<file path="src/rtl/lcd_pattern_pkg.sv">
// ---------------------------------------------------------------------------
// lcd_pattern_pkg : shared types, palette and panel defaults for the pattern source
// Revision: 1.0
// ---------------------------------------------------------------------------
`default_nettype none

package lcd_pattern_pkg;

  typedef logic [15:0] rgb565_t;

  typedef enum logic {
    DIR_INC = 1'b0,
    DIR_DEC = 1'b1
  } dir_e;

  localparam int DEF_SCREEN_X = 480;
  localparam int DEF_SCREEN_Y = 272;

  function automatic rgb565_t palette(input logic [2:0] idx);
    rgb565_t c;
    c = 16'h0000;
    case (idx)
      3'd0: c = 16'hF800;
      3'd1: c = 16'h07E0;
      3'd2: c = 16'h001F;
      3'd3: c = 16'hFFE0;
      3'd4: c = 16'h07FF;
      3'd5: c = 16'hF81F;
      3'd6: c = 16'hFFFF;
      3'd7: c = 16'hFD20;
      default: c = 16'h0000;
    endcase
    return c;
  endfunction

endpackage

`default_nettype wire

</file>
<file path="src/rtl/square_pattern_gen_bounce_axis.sv">
// ---------------------------------------------------------------------------
// bounce_axis : one axis of the bouncing square, position plus INC/DEC direction
// Revision: 1.0
// ---------------------------------------------------------------------------
`default_nettype none

module bounce_axis
  import lcd_pattern_pkg::*;
#(
  parameter int W    = 10,
  parameter int MAX  = 330,
  parameter int STEP = 2
) (
  input  logic         clk,
  input  logic         rst,
  input  logic         step_en,
  output logic [W-1:0] pos,
  output logic         bounce
);

  localparam logic [W:0] C_MAX  = (W+1)'(MAX);
  localparam logic [W:0] C_STEP = (W+1)'(STEP);

  logic [W-1:0] pos_q, pos_d;
  dir_e         dir_q, dir_d;
  logic [W:0]   sum_up;

  // One bit of headroom so pos+STEP near the top of the range cannot wrap.
  assign sum_up = {1'b0, pos_q} + C_STEP;

  always_comb begin
    pos_d  = pos_q;
    dir_d  = dir_q;
    bounce = 1'b0;
    if (step_en) begin
      if (dir_q == DIR_INC) begin
        if (sum_up >= C_MAX) begin
          pos_d  = C_MAX[W-1:0];
          dir_d  = DIR_DEC;
          bounce = 1'b1;
        end else begin
          pos_d = sum_up[W-1:0];
        end
      end else begin
        if ({1'b0, pos_q} <= C_STEP) begin
          pos_d  = '0;
          dir_d  = DIR_INC;
          bounce = 1'b1;
        end else begin
          pos_d = pos_q - C_STEP[W-1:0];
        end
      end
    end
  end

  always_ff @(posedge clk or posedge rst) begin
    if (rst) begin
      pos_q <= '0;
      dir_q <= DIR_INC;
    end else begin
      pos_q <= pos_d;
      dir_q <= dir_d;
    end
  end

  assign pos = pos_q;

endmodule

`default_nettype wire

</file>
<file path="src/rtl/square_pattern_gen.sv">
// ---------------------------------------------------------------------------
// square_pattern_gen : bouncing coloured square over a flat background, RGB565
// Revision: 1.0
// ---------------------------------------------------------------------------
`default_nettype none

module square_pattern_gen
  import lcd_pattern_pkg::*;
#(
  parameter int      SCREEN_X = DEF_SCREEN_X,
  parameter int      SCREEN_Y = DEF_SCREEN_Y,
  parameter int      SQUARE_X = 150,
  parameter int      SQUARE_Y = 150,
  parameter int      STEP     = 2,
  parameter rgb565_t BG_COLOR = 16'h0000
) (
  input  logic        clk,
  input  logic        rst,
  input  logic        enable,
  input  logic        frame_start,
  input  logic        pix_de,
  input  logic [9:0]  pix_x,
  input  logic [8:0]  pix_y,
  output logic [15:0] rgb_out,
  output logic        rgb_de,
  output logic [9:0]  sq_x,
  output logic [8:0]  sq_y,
  output logic [7:0]  bounce_cnt
);

  localparam logic [10:0] C_XSPAN = 11'(SQUARE_X - 1);
  localparam logic [9:0]  C_YSPAN = 10'(SQUARE_Y - 1);

  logic       step_en;
  logic       bounce_x, bounce_y;
  logic [2:0] color_idx_q, color_idx_d;
  logic [7:0] bounce_cnt_q, bounce_cnt_d;
  rgb565_t    rgb_q, rgb_d;
  logic       de_q, de_d;
  logic       hit;

  assign step_en = frame_start & enable;

  bounce_axis #(.W(10), .MAX(SCREEN_X - SQUARE_X), .STEP(STEP)) u_axis_x (
    .clk     (clk),
    .rst     (rst),
    .step_en (step_en),
    .pos     (sq_x),
    .bounce  (bounce_x)
  );

  bounce_axis #(.W(9), .MAX(SCREEN_Y - SQUARE_Y), .STEP(STEP)) u_axis_y (
    .clk     (clk),
    .rst     (rst),
    .step_en (step_en),
    .pos     (sq_y),
    .bounce  (bounce_y)
  );

  // Widened compares keep the far edge of the square from wrapping.
  assign hit = ({1'b0, pix_x} >= {1'b0, sq_x}) && ({1'b0, pix_x} <= ({1'b0, sq_x} + C_XSPAN)) &&
               ({1'b0, pix_y} >= {1'b0, sq_y}) && ({1'b0, pix_y} <= ({1'b0, sq_y} + C_YSPAN));

  always_comb begin
    color_idx_d  = color_idx_q;
    bounce_cnt_d = bounce_cnt_q;
    if (bounce_x || bounce_y) begin
      color_idx_d  = color_idx_q + 3'd1;
      bounce_cnt_d = bounce_cnt_q + 8'd1;
    end
    de_d  = pix_de;
    rgb_d = 16'h0000;
    if (pix_de) rgb_d = hit ? palette(color_idx_q) : BG_COLOR;
  end

  always_ff @(posedge clk or posedge rst) begin
    if (rst) begin
      color_idx_q  <= 3'd0;
      bounce_cnt_q <= 8'd0;
      rgb_q        <= 16'h0000;
      de_q         <= 1'b0;
    end else begin
      color_idx_q  <= color_idx_d;
      bounce_cnt_q <= bounce_cnt_d;
      rgb_q        <= rgb_d;
      de_q         <= de_d;
    end
  end

  assign rgb_out    = rgb_q;
  assign rgb_de     = de_q;
  assign bounce_cnt = bounce_cnt_q;

endmodule

`default_nettype wire

</file>
<file path="config.mk">
export PLATFORM = sky130hd
export DESIGN_NAME = square_pattern_gen
export DESIGN_NICKNAME = d
export VERILOG_FILES = /design/src/rtl/lcd_pattern_pkg.sv /design/src/rtl/square_pattern_gen_bounce_axis.sv /design/src/rtl/square_pattern_gen.sv
export SDC_FILE = /design/constraint.sdc
export NUM_CORES = 1
export LEC_CHECK = 0
export ABC_CLOCK_PERIOD_IN_PS = 7650
export BUFFER_PORTS_ARGS = -buffer_cell sky130_fd_sc_hd__clkbuf_2
export CORE_ASPECT_RATIO = 0.8
export CORE_MARGIN = 5
export CORE_UTILIZATION = 30
export DETAILED_ROUTE_END_ITERATION = 6
export PLACE_DENSITY = 0.5
export SYNTH_ARGS = -nofsm -noshare
export SYNTH_HDL_FRONTEND = slang
export SYNTH_SLANG_ARGS = --single-unit
</file>
<file path="constraint.sdc">
create_clock -name clk -period 7.65 [get_ports clk]
set_clock_uncertainty 0.2 [all_clocks]
set_input_delay 0.3825 -clock clk [delete_from_list [all_inputs] [get_ports clk]]
set_output_delay 0.3825 -clock clk [all_outputs]
set_load 0.03 [all_outputs]
</file>
; Yosys cells after proc, flatten, opt, wreduce, memory -nomap -nowiden
; Memory sizes are Yosys's and may differ from the RTL's.
; Cells that the tools add are included.
[op_classes]
n_addsub = 8
n_lt_le_gt_ge = 8
n_mux = 20
n_bitwise = 1
reduce_logical = 4
[op_table]
columns = op, count
row1 = $mux W16, 2
row2 = $mux W10, 3
row3 = $mux W9, 3
row4 = $mux W1, 12
row5 = $add A10 B2 Y11 const B, 1
row6 = $add A10 B8 Y11 const B, 1
row7 = $ge A11 B9 Y1 const B, 1
row8 = $le A10 B11 Y1, 1
row9 = $add A9 B2 Y10 const B, 1
row10 = $add A9 B8 Y10 const B, 1
row11 = $ge A10 B10 Y1, 1
row12 = $ge A10 B7 Y1 const B, 1
row13 = $le A10 B2 Y1 const B, 1
row14 = $le A9 B10 Y1, 1
row15 = $sub A10 B2 Y10 const B, 1
row16 = $ge A9 B9 Y1, 1
row17 = $le A9 B2 Y1 const B, 1
row18 = $sub A9 B2 Y9 const B, 1
row19 = $add A8 B1 Y8 const B, 1
row20 = $add A3 B1 Y3 const B, 1
row21 = $logic_and A1 B1 Y1, 3
row22 = $and A1 B1 Y1, 1
row23 = $logic_or A1 B1 Y1, 1
[totals]
n_memories = 1
in_bits = 24
wordCells = 50
rom_bits = 128
register_bits = 49
output_inout_bits = 44
[mem_list]
columns = memory, depth, width, rd, rd_ports_with_merged_regs, write_ports, line_no
row1 = (no name shown), 8, 16, 1, 0, 0, lcd_pattern_pkg.sv:22  ; case (idx)

; Longest topological paths before layout
; Gate-level depths: netlist of the first run.
[depth]
depth_word = 7
depth_mapped = 13
mapped_depth_nobuf = 12

; Cells and area by module
; Synthesis of the first run repeated with hierarchy kept, for this count alone.
[hier_totals]
cells_unflattened = 450
hier_area_um2 = 3838.7
[by_module_without_submodules]
columns = mod, area_each_um2, n_inst, cells_each, seq_area_each_um2
row1 = square_pattern_gen, 1986.9, 1, 222, 400.4
row2 = bounce_axis (u_axis_x), 958.4, 1, 123, 250.2
row3 = bounce_axis (u_axis_y), 893.4, 1, 105, 225.2

; Worst setup path before layout of the first run
; Ideal clock, no wire load.
[synth_timing]
path_kind = register to register
startpoint = register u_axis_x.pos_q[4], in the netlist u_axis_x.pos[4]
endpoint = register rgb_q[10], in the netlist rgb_out[10]
t_required_ns = 7.356
stages_incl_launch_ff = 12
setup_slack_ns = 4.705
setup_ns = 0.094
arrival_ns = 2.651
n_path_buf = 1
period_less_slack_ns = 2.945
cell_sequence = dfrtp_1 buf_2 a21oi_1 o31ai_1 and2_1 xnor2_1 ha_1 nor4_1 o221ai_1 a311oi_1 nand4_1 a211oi_1
[synth_between]
elab_chain_len = 7
elab_cells_between_ends = 8
classes_between = add/sub (1) / order compare (2) / mux (2) / reduce/logical (3)
[synth_lines]
columns = element, line_no
row1 = start: declaration, square_pattern_gen_bounce_axis.sv:24  ; logic [W-1:0] pos_q, pos_d;
row2 = start signal: assignment, square_pattern_gen_bounce_axis.sv:61  ; pos_q <= pos_d;
row3 = $add A10 B8 Y11, square_pattern_gen.sv:61  ; assign hit = ({1'b0, pix_x} >= {1'b0, sq_x}) && ({1'b0, pix_x} <= ({1'b0, sq_x} + C_XSPAN)) &&
row4 = $le A10 B11 Y1, square_pattern_gen.sv:61
row5 = $logic_and A1 B1 Y1 (*) (2 in a row), square_pattern_gen.sv:61
row6 = $logic_and A1 B1 Y1 (*), square_pattern_gen.sv:62  ; ({1'b0, pix_y} >= {1'b0, sq_y}) && ({1'b0, pix_y} <= ({1'b0, sq_y} + C_YSPAN));
row7 = $mux W16 (*) (2 in a row), square_pattern_gen.sv:73  ; if (pix_de) rgb_d = hit ? palette(color_idx_q) : BG_COLOR;
row8 = net rgb_d[10], square_pattern_gen.sv:38  ; rgb565_t rgb_q, rgb_d;
row9 = end signal: assignment, square_pattern_gen.sv:85  ; rgb_q <= rgb_d;
row10 = end: declaration, square_pattern_gen.sv:38
; The timed path passes the listed nets; every way through them passes the cells marked *.
; A chain may end at the register's enable or synchronous reset.

; Worst setup path in the final report of the first run
[layout_timing]
startpoint = register u_axis_x.pos_q[4], in the netlist u_axis_x.pos[4]
endpoint = register rgb_q[4], in the netlist rgb_out[4]
[layout_between]
elab_chain_len = 7
elab_cells_between_ends = 8
classes_between = add/sub (1) / order compare (2) / mux (2) / reduce/logical (3)
[layout_lines]
columns = element, line_no
row1 = $add A10 B8 Y11, square_pattern_gen.sv:61
row2 = $le A10 B11 Y1, square_pattern_gen.sv:61
row3 = $logic_and A1 B1 Y1 (*) (2 in a row), square_pattern_gen.sv:61
row4 = $logic_and A1 B1 Y1 (*), square_pattern_gen.sv:62
row5 = $mux W16 (*) (2 in a row), square_pattern_gen.sv:73
; Every way passes the cells marked *; elsewhere a longest branch is shown, timed or not.

==> results of run 1 <==
layer usage:
metal	part of all wire	GRT usage	vias to the layer above
met5	0	0	-
met4	0.0075	0.03373	0
met3	0.060	0.02932	7
met2	0.45	0.2089	92
met1	0.48	0.1855	1458
li1	-	-	1523
metrics by stage:
| stage | setup WS [ps] | hold slack, ps |
|---|---|---|
| 2_1_floorplan | 4705 | 213.9 |
| 3_5_place_dp | 4380 | 266.1 |
| 6_report | 4298 | -9.389 |
| 3_3_place_gp | 4372 | 260.1 |
| 5_1_grt | 4166 | 21.45 |
| 4_1_cts | 4358 | 17.95 |
power by group:
part           total (mW)  internal (mW)  switching (mW)
combinational       0.800          0.314           0.485
sequential          0.385          0.241           0.144
clock               0.192          0.119          0.0731
worst min path at each step:
stage / from / endpoint / slack [ps] / depth (start not counted)
after floorplan: pix_de / rgb_de / 210 / 0
after global placement: bounce_cnt[7] / bounce_cnt[7] / 260 / 1
after detailed placement: bounce_cnt[7] / bounce_cnt[7] / 270 / 1
after CTS: rst / rgb_out[4] / 20 / 3
after global routing: pix_de / rgb_de / 20 / 1
final: rst / rgb_out[4] / -9 / 3
area by class of cell:
type	count	area (um2)	share of cell area
clock inverter	3	15.01	0.003918
sequential	35	875.8	0.2285
clock buffer	5	125.1	0.03265
timing repair buffer	66	332.8	0.08684
inverter	27	101.3	0.02644
multi-input combinational	307	2202	0.5746
tap	144	180.2	0.04701
placed cells by master, fill, tap and decap left out, types with 2 or more instances in the layout:
master      n
ha_1       45
nor3b_1     2
clkinv_2    3
dfrtp_1    35
inv_1      27
clkbuf_2   65
a21oi_1    24
nand3_1     8
nor4_1      6
o21a_1      8
a22o_1      2
and3_1      7
xnor2_1    24
nand4_1    10
and2_1      5
conb_1      2
nand2_1    32
a211o_1     3
or2_2       2
clkbuf_16   5
a41o_1      2
a41oi_1     2
a22oi_1     2
o31ai_1     3
o21ai_0    37
nor3_1     10
nand2b_1    8
nor2_1     17
a311oi_1    2
o221ai_1    4
a211oi_1    7
a31oi_1     7
nor2b_1     2
mux2_2      2
xor2_1      2
critical path: stages (launching register included):
cell	delay [ps]
dfrtp_1	640
a21oi_1	150
o31ai_1	310
and2_1	230
xnor2_1	80
ha_1	210
nor4_1	350
o221ai_1	190
a311oi_1	350
nand4_1	270
a211oi_1	280
state kept, by name, indices dropped and copies added, names as in the netlist:
name	cells
u_axis_x.dir_q	1
u_axis_y.pos	8
bounce_cnt	8
color_idx_q	3
u_axis_x.pos	9
rgb_out	4
rgb_de	1
u_axis_y.dir_q	1
kinds of logic after synthesis:
| family | count (synthesis) |
|---|---|
| compound gates | 116 |
| xor+xnor | 26 |
| mux | 3 |
| buf+inv | 66 |
| fa+ha+maj | 45 |
| simple gates | 115 |
| other cells | 1 |
| flops | 35 |
==> impl_metrics.tcl, run 1 <==
set metrics [dict create \
    max_freq_ghz 0.2983 \
    grt_max_degree 36 \
    dieHeight_um 105.2 \
    hold_buffers 0 \
    synthArstFlopShare 1.000 \
    worst_pin_slew_ps 835.8 \
    antenna_found_initial 0 \
    post_cts_resized 0 \
    num_vias 3080 \
    grt_setup_unrepaired "no" \
    fin_util 0.3492 \
    io_pins 68 \
    synth-simple-area-share 0.1751 \
    hold_viol 6 \
    synth_compound_area_frac 0.2281 \
    hpwl_um 6995 \
    required_ps 7630 \
    gp_congestion 0.9213 \
    cap_violations 0 \
    grt_pass1_vias 3064 \
    crit_path_start "u_axis_x.pos[4]" \
    cts-buffers-inserted 5 \
    yosys-top-cells-area "dfrtp_1 26%, ha_1 17%, xnor2_1 6.2%" \
    layout-drive-gt1-share 0.1964 \
    r2r-start "u_axis_x.pos[4]" \
    synth-xor-area-share 0.06696 \
    routedWlPerCell_um 15.52 \
    cts_max_level 2 \
    criticalPathCategory "reg2reg" \
    synth_most_common_cell "ha_1" \
    layoutNonFillerInstCount 587 \
    nets 511 \
    netlist_instances 407 \
    dp.cells 579 \
    ys_ff_latch 35 \
    postLayoutCellArea_um2 3832 \
    cts_root_buf "clkbuf_16" \
    drv_slew 0 \
    antenna_left 0 \
    synth_top_family_by_area "compound AO/OA/AOI/OAI gates" \
    rows 34 \
    die_w_um 129.0 \
    first_pass_iters 4 \
    via_per_inst 5.247 \
    synth.area.mux_share 0.009566 \
    port_buffers 65 \
    synth.distinct_cells 57 \
    num-fill-cells 1163 \
    power_mw 1.376 \
    cts_tree "yes" \
    r2r_end "rgb_out[4]" \
    fin_crit_sh 0.4382 \
    cts_buffer_depth 2 \
    p_per_area_nw_per_um2 359.1 \
    synth-seq-area-share 0.2575 \
    hold_class "in2async" \
    period_needed_ps 3352 \
    worstSetupEndpoint "rgb_out[4]" \
    drc 0 \
    diodes 0 \
    grt_pass1_wl_um 14980 \
    critPathCaptureType "flop" \
    crit_fanout 15 \
    peakVddDrop_mv 0.09992 \
    grt_remaining_overflow 0 \
    hold_ws_ps -9.389 \
    yosys.area_share.adder 0.1656 \
    netlist.area_leader.share 0.2575 \
    yosysTopAreaCell "dfrtp_1" \
    syn-cell-area_um2 3401 \
    start_util 0.3098 \
    clk_pin_slew_ps 60 \
    power_leakage_nw 1.792 \
    status "finished, violations left" \
    worstPathArrival_ps 3330 \
    clock_latency_ps 270 \
    setup_viol 0 \
    crit_path_start_kind "flop" \
    synth_common_cells "45 x ha_1, 37 x o21ai_0, 35 x dfrtp_1" \
    first_iter_violations 226 \
    fp.dieArea_um2 13580 \
    post_cts_buffers 0 \
    synthFlopType "dfrtp_1" \
    placed_cell_area_um2 3692 \
    synth_edf_count 0 \
    yosys_warnings 0 \
    grtUsageTotal 0.1331 \
    core-area_um2 10980 \
    tns_ps 0 \
    r2r_slack_ps 4300 \
    max_slew_margin 0.4428 \
    synth_area_per_cell_um2 8.356 \
    reg2reg_depth 10 \
    cts_num_sinks 35 \
    drt_wl_total_um 9109 \
    syn_to_final_growth_pct 12.69 \
    violations "negative hold slack" \
]
(Power assumes the default switching activity.)
==> run 2: changes to the inputs <==
- ABC_CLOCK_PERIOD_IN_PS: 7650 -> 2900
- PLACE_DENSITY: 0.5 -> 0.51
- clock period: 7.65 -> 2.9 ns (I/O delays scaled with it)
==> impl_metrics.tcl, run 2 (synthesized netlist as in run 1, its figures left out) <==
set metrics [dict create \
    status "finished clean" \
    fin_util 0.3863 \
    dp_slack_ps -10.03 \
    clock_latency_ps 280 \
    cpPeakStageDelay_ps 420 \
    drc 0 \
    r2r_end "rgb_out[10]" \
    dieHeight_um 105.2 \
    drt_wl_total_um 9788 \
    cts_root_buf "clkbuf_16" \
    final_cell_mix "65 x clkbuf_2, 45 x ha_1, 37 x buf_4" \
    hold_end "u_axis_x.pos[2]" \
    layout-drive-gt1-share 0.2919 \
    worst_pin_slew_ps 1085 \
    cts_tree "yes" \
    power_mw 4.016 \
    crit_top_cell "buf_6" \
    cp.depth 14 \
    worst_slack_ps 124.4 \
    p_per_area_nw_per_um2 947.2 \
    io_pins 68 \
    fp.dieArea_um2 13580 \
    critPathCaptureType "flop" \
    die_w_um 129.0 \
    max_slew_margin 0.2762 \
    grt_max_degree 25 \
    peakVddDrop_mv 0.3119 \
    hold_depth 5 \
    drv_slew 0 \
    postLayoutCellArea_um2 4240 \
    cts_num_sinks 35 \
    grt_pass1_vias 3146 \
    placed_cell_area_um2 3951 \
    dp.cells 613 \
    hold_start "enable" \
    rows 34 \
    fin_crit_sh 0.9571 \
    hold_class "in2reg" \
    first_pass_iters 5 \
    syn_to_final_growth_pct 24.69 \
    cp_cell_sequence "a21oi_4 > buf_6 > nor2_4 > nand2_1 > xnor2_1 > ha_1 > o21ai_1 > nand2b_1 > a21oi_2 > a41oi_1 > a311oi_2 > nand4_1 > buf_6 > a211oi_2" \
    worst-path-buf-inv 2 \
    gp_congestion 0.8857 \
    hold_viol 0 \
    cts_buffer_depth 2 \
    cp_slowest_cell "dfrtp_2" \
    antenna_found_initial 0 \
    layout_commonest_cell "clkbuf_2" \
    max_freq_ghz 0.3603 \
    setup_viol 0 \
    worstPathArrival_ps 2770 \
    hold_ws_ps 187.4 \
    core-area_um2 10980 \
    path_delay_family "compound AO/OA/AOI/OAI gates" \
    grt_remaining_overflow 0 \
    crit_path_start_kind "flop" \
    reg2reg_depth 14 \
    port_buffers 65 \
    hpwl_um 7611 \
    largest_reg_flops 9 \
    nets 551 \
    criticalPathCategory "reg2reg" \
    crit_fanout 4 \
    first_iter_violations 297 \
    clk_pin_slew_ps 60 \
    num_vias 3263 \
    cap_violations 0 \
    start_util 0.3098 \
    grtUsageTotal 0.1425 \
    period_needed_ps 2776 \
    cts-buffers-inserted 5 \
    cts_max_level 2 \
    tns_ps 0 \
    power_leakage_nw 1.999 \
    via_per_inst 5.204 \
    routedWlPerCell_um 15.61 \
    layoutNonFillerInstCount 627 \
    grt_pass1_wl_um 15950 \
    grt_setup_unrepaired "yes" \
    diodes 0 \
    antenna_left 0 \
    r2r-start "u_axis_x.pos[2]" \
    required_ps 2900 \
    r2r_slack_ps 120 \
]
[run 2: timing repair]
item                                    in CTS  in global routing
hold buffers                                 2                  0
gates cloned                                 0                  0
endpoints found under the setup margin       4                 11
setup buffers                                1                  3
gates resized for setup                      0                 21
hold endpoints to repair                    24                  0
pin swaps                                    1                  6
[run 2: worst reg2reg max path, stage by stage, from the launching register on]
cell      delay, ps
dfrtp_2         420
a21oi_4         210
buf_6           140
nor2_4           30
nand2_1          70
xnor2_1         120
ha_1            260
o21ai_1         130
nand2b_1         80
a21oi_2         130
a41oi_1          70
a311oi_2        350
nand4_1         150
buf_6           160
a211oi_2        190
[run 2: worst max-delay path by stage]
stage | from | to | slack (ps)
floorplan | u_axis_x.pos[6] | rgb_out[10] | 10
global placement | u_axis_x.pos[2] | rgb_out[10] | 30
detailed placement | u_axis_x.pos[2] | rgb_out[10] | -10
CTS | u_axis_x.pos[2] | rgb_out[10] | 30
global route | u_axis_x.pos[2] | rgb_out[4] | -80
finish | u_axis_x.pos[2] | rgb_out[10] | 120
[run 2: per-layer routing]
metal / vias up / routed length, um / share of wire / GRT usage
met5: - / 0 / 0 / 0
met4: 0 / 77 / 0.0079 / 0.02699
met3: 8 / 487 / 0.050 / 0.02679
met2: 93 / 4674 / 0.48 / 0.2308
met1: 1563 / 4549 / 0.46 / 0.1992
li1: 1599 / - / - / -
[run 2: area by class of cell]
class	instances	area (um2)
inverter	27	105.1
clock inverter	3	15.01
fill	1145	6735
sequential	35	879.6
clock buffer	5	125.1
tap	144	180.2
multi-input combinational	307	2290
timing repair buffer	106	645.6
[run 2: power by group]
part           leakage, nW  switching, mW  total (mW)  internal, mW
Combinational         1.49           1.61        2.68          1.07
Clock               0.0733          0.207       0.520         0.313
Sequential           0.439          0.172       0.813         0.641
Total                 2.00           1.99        4.02          2.03
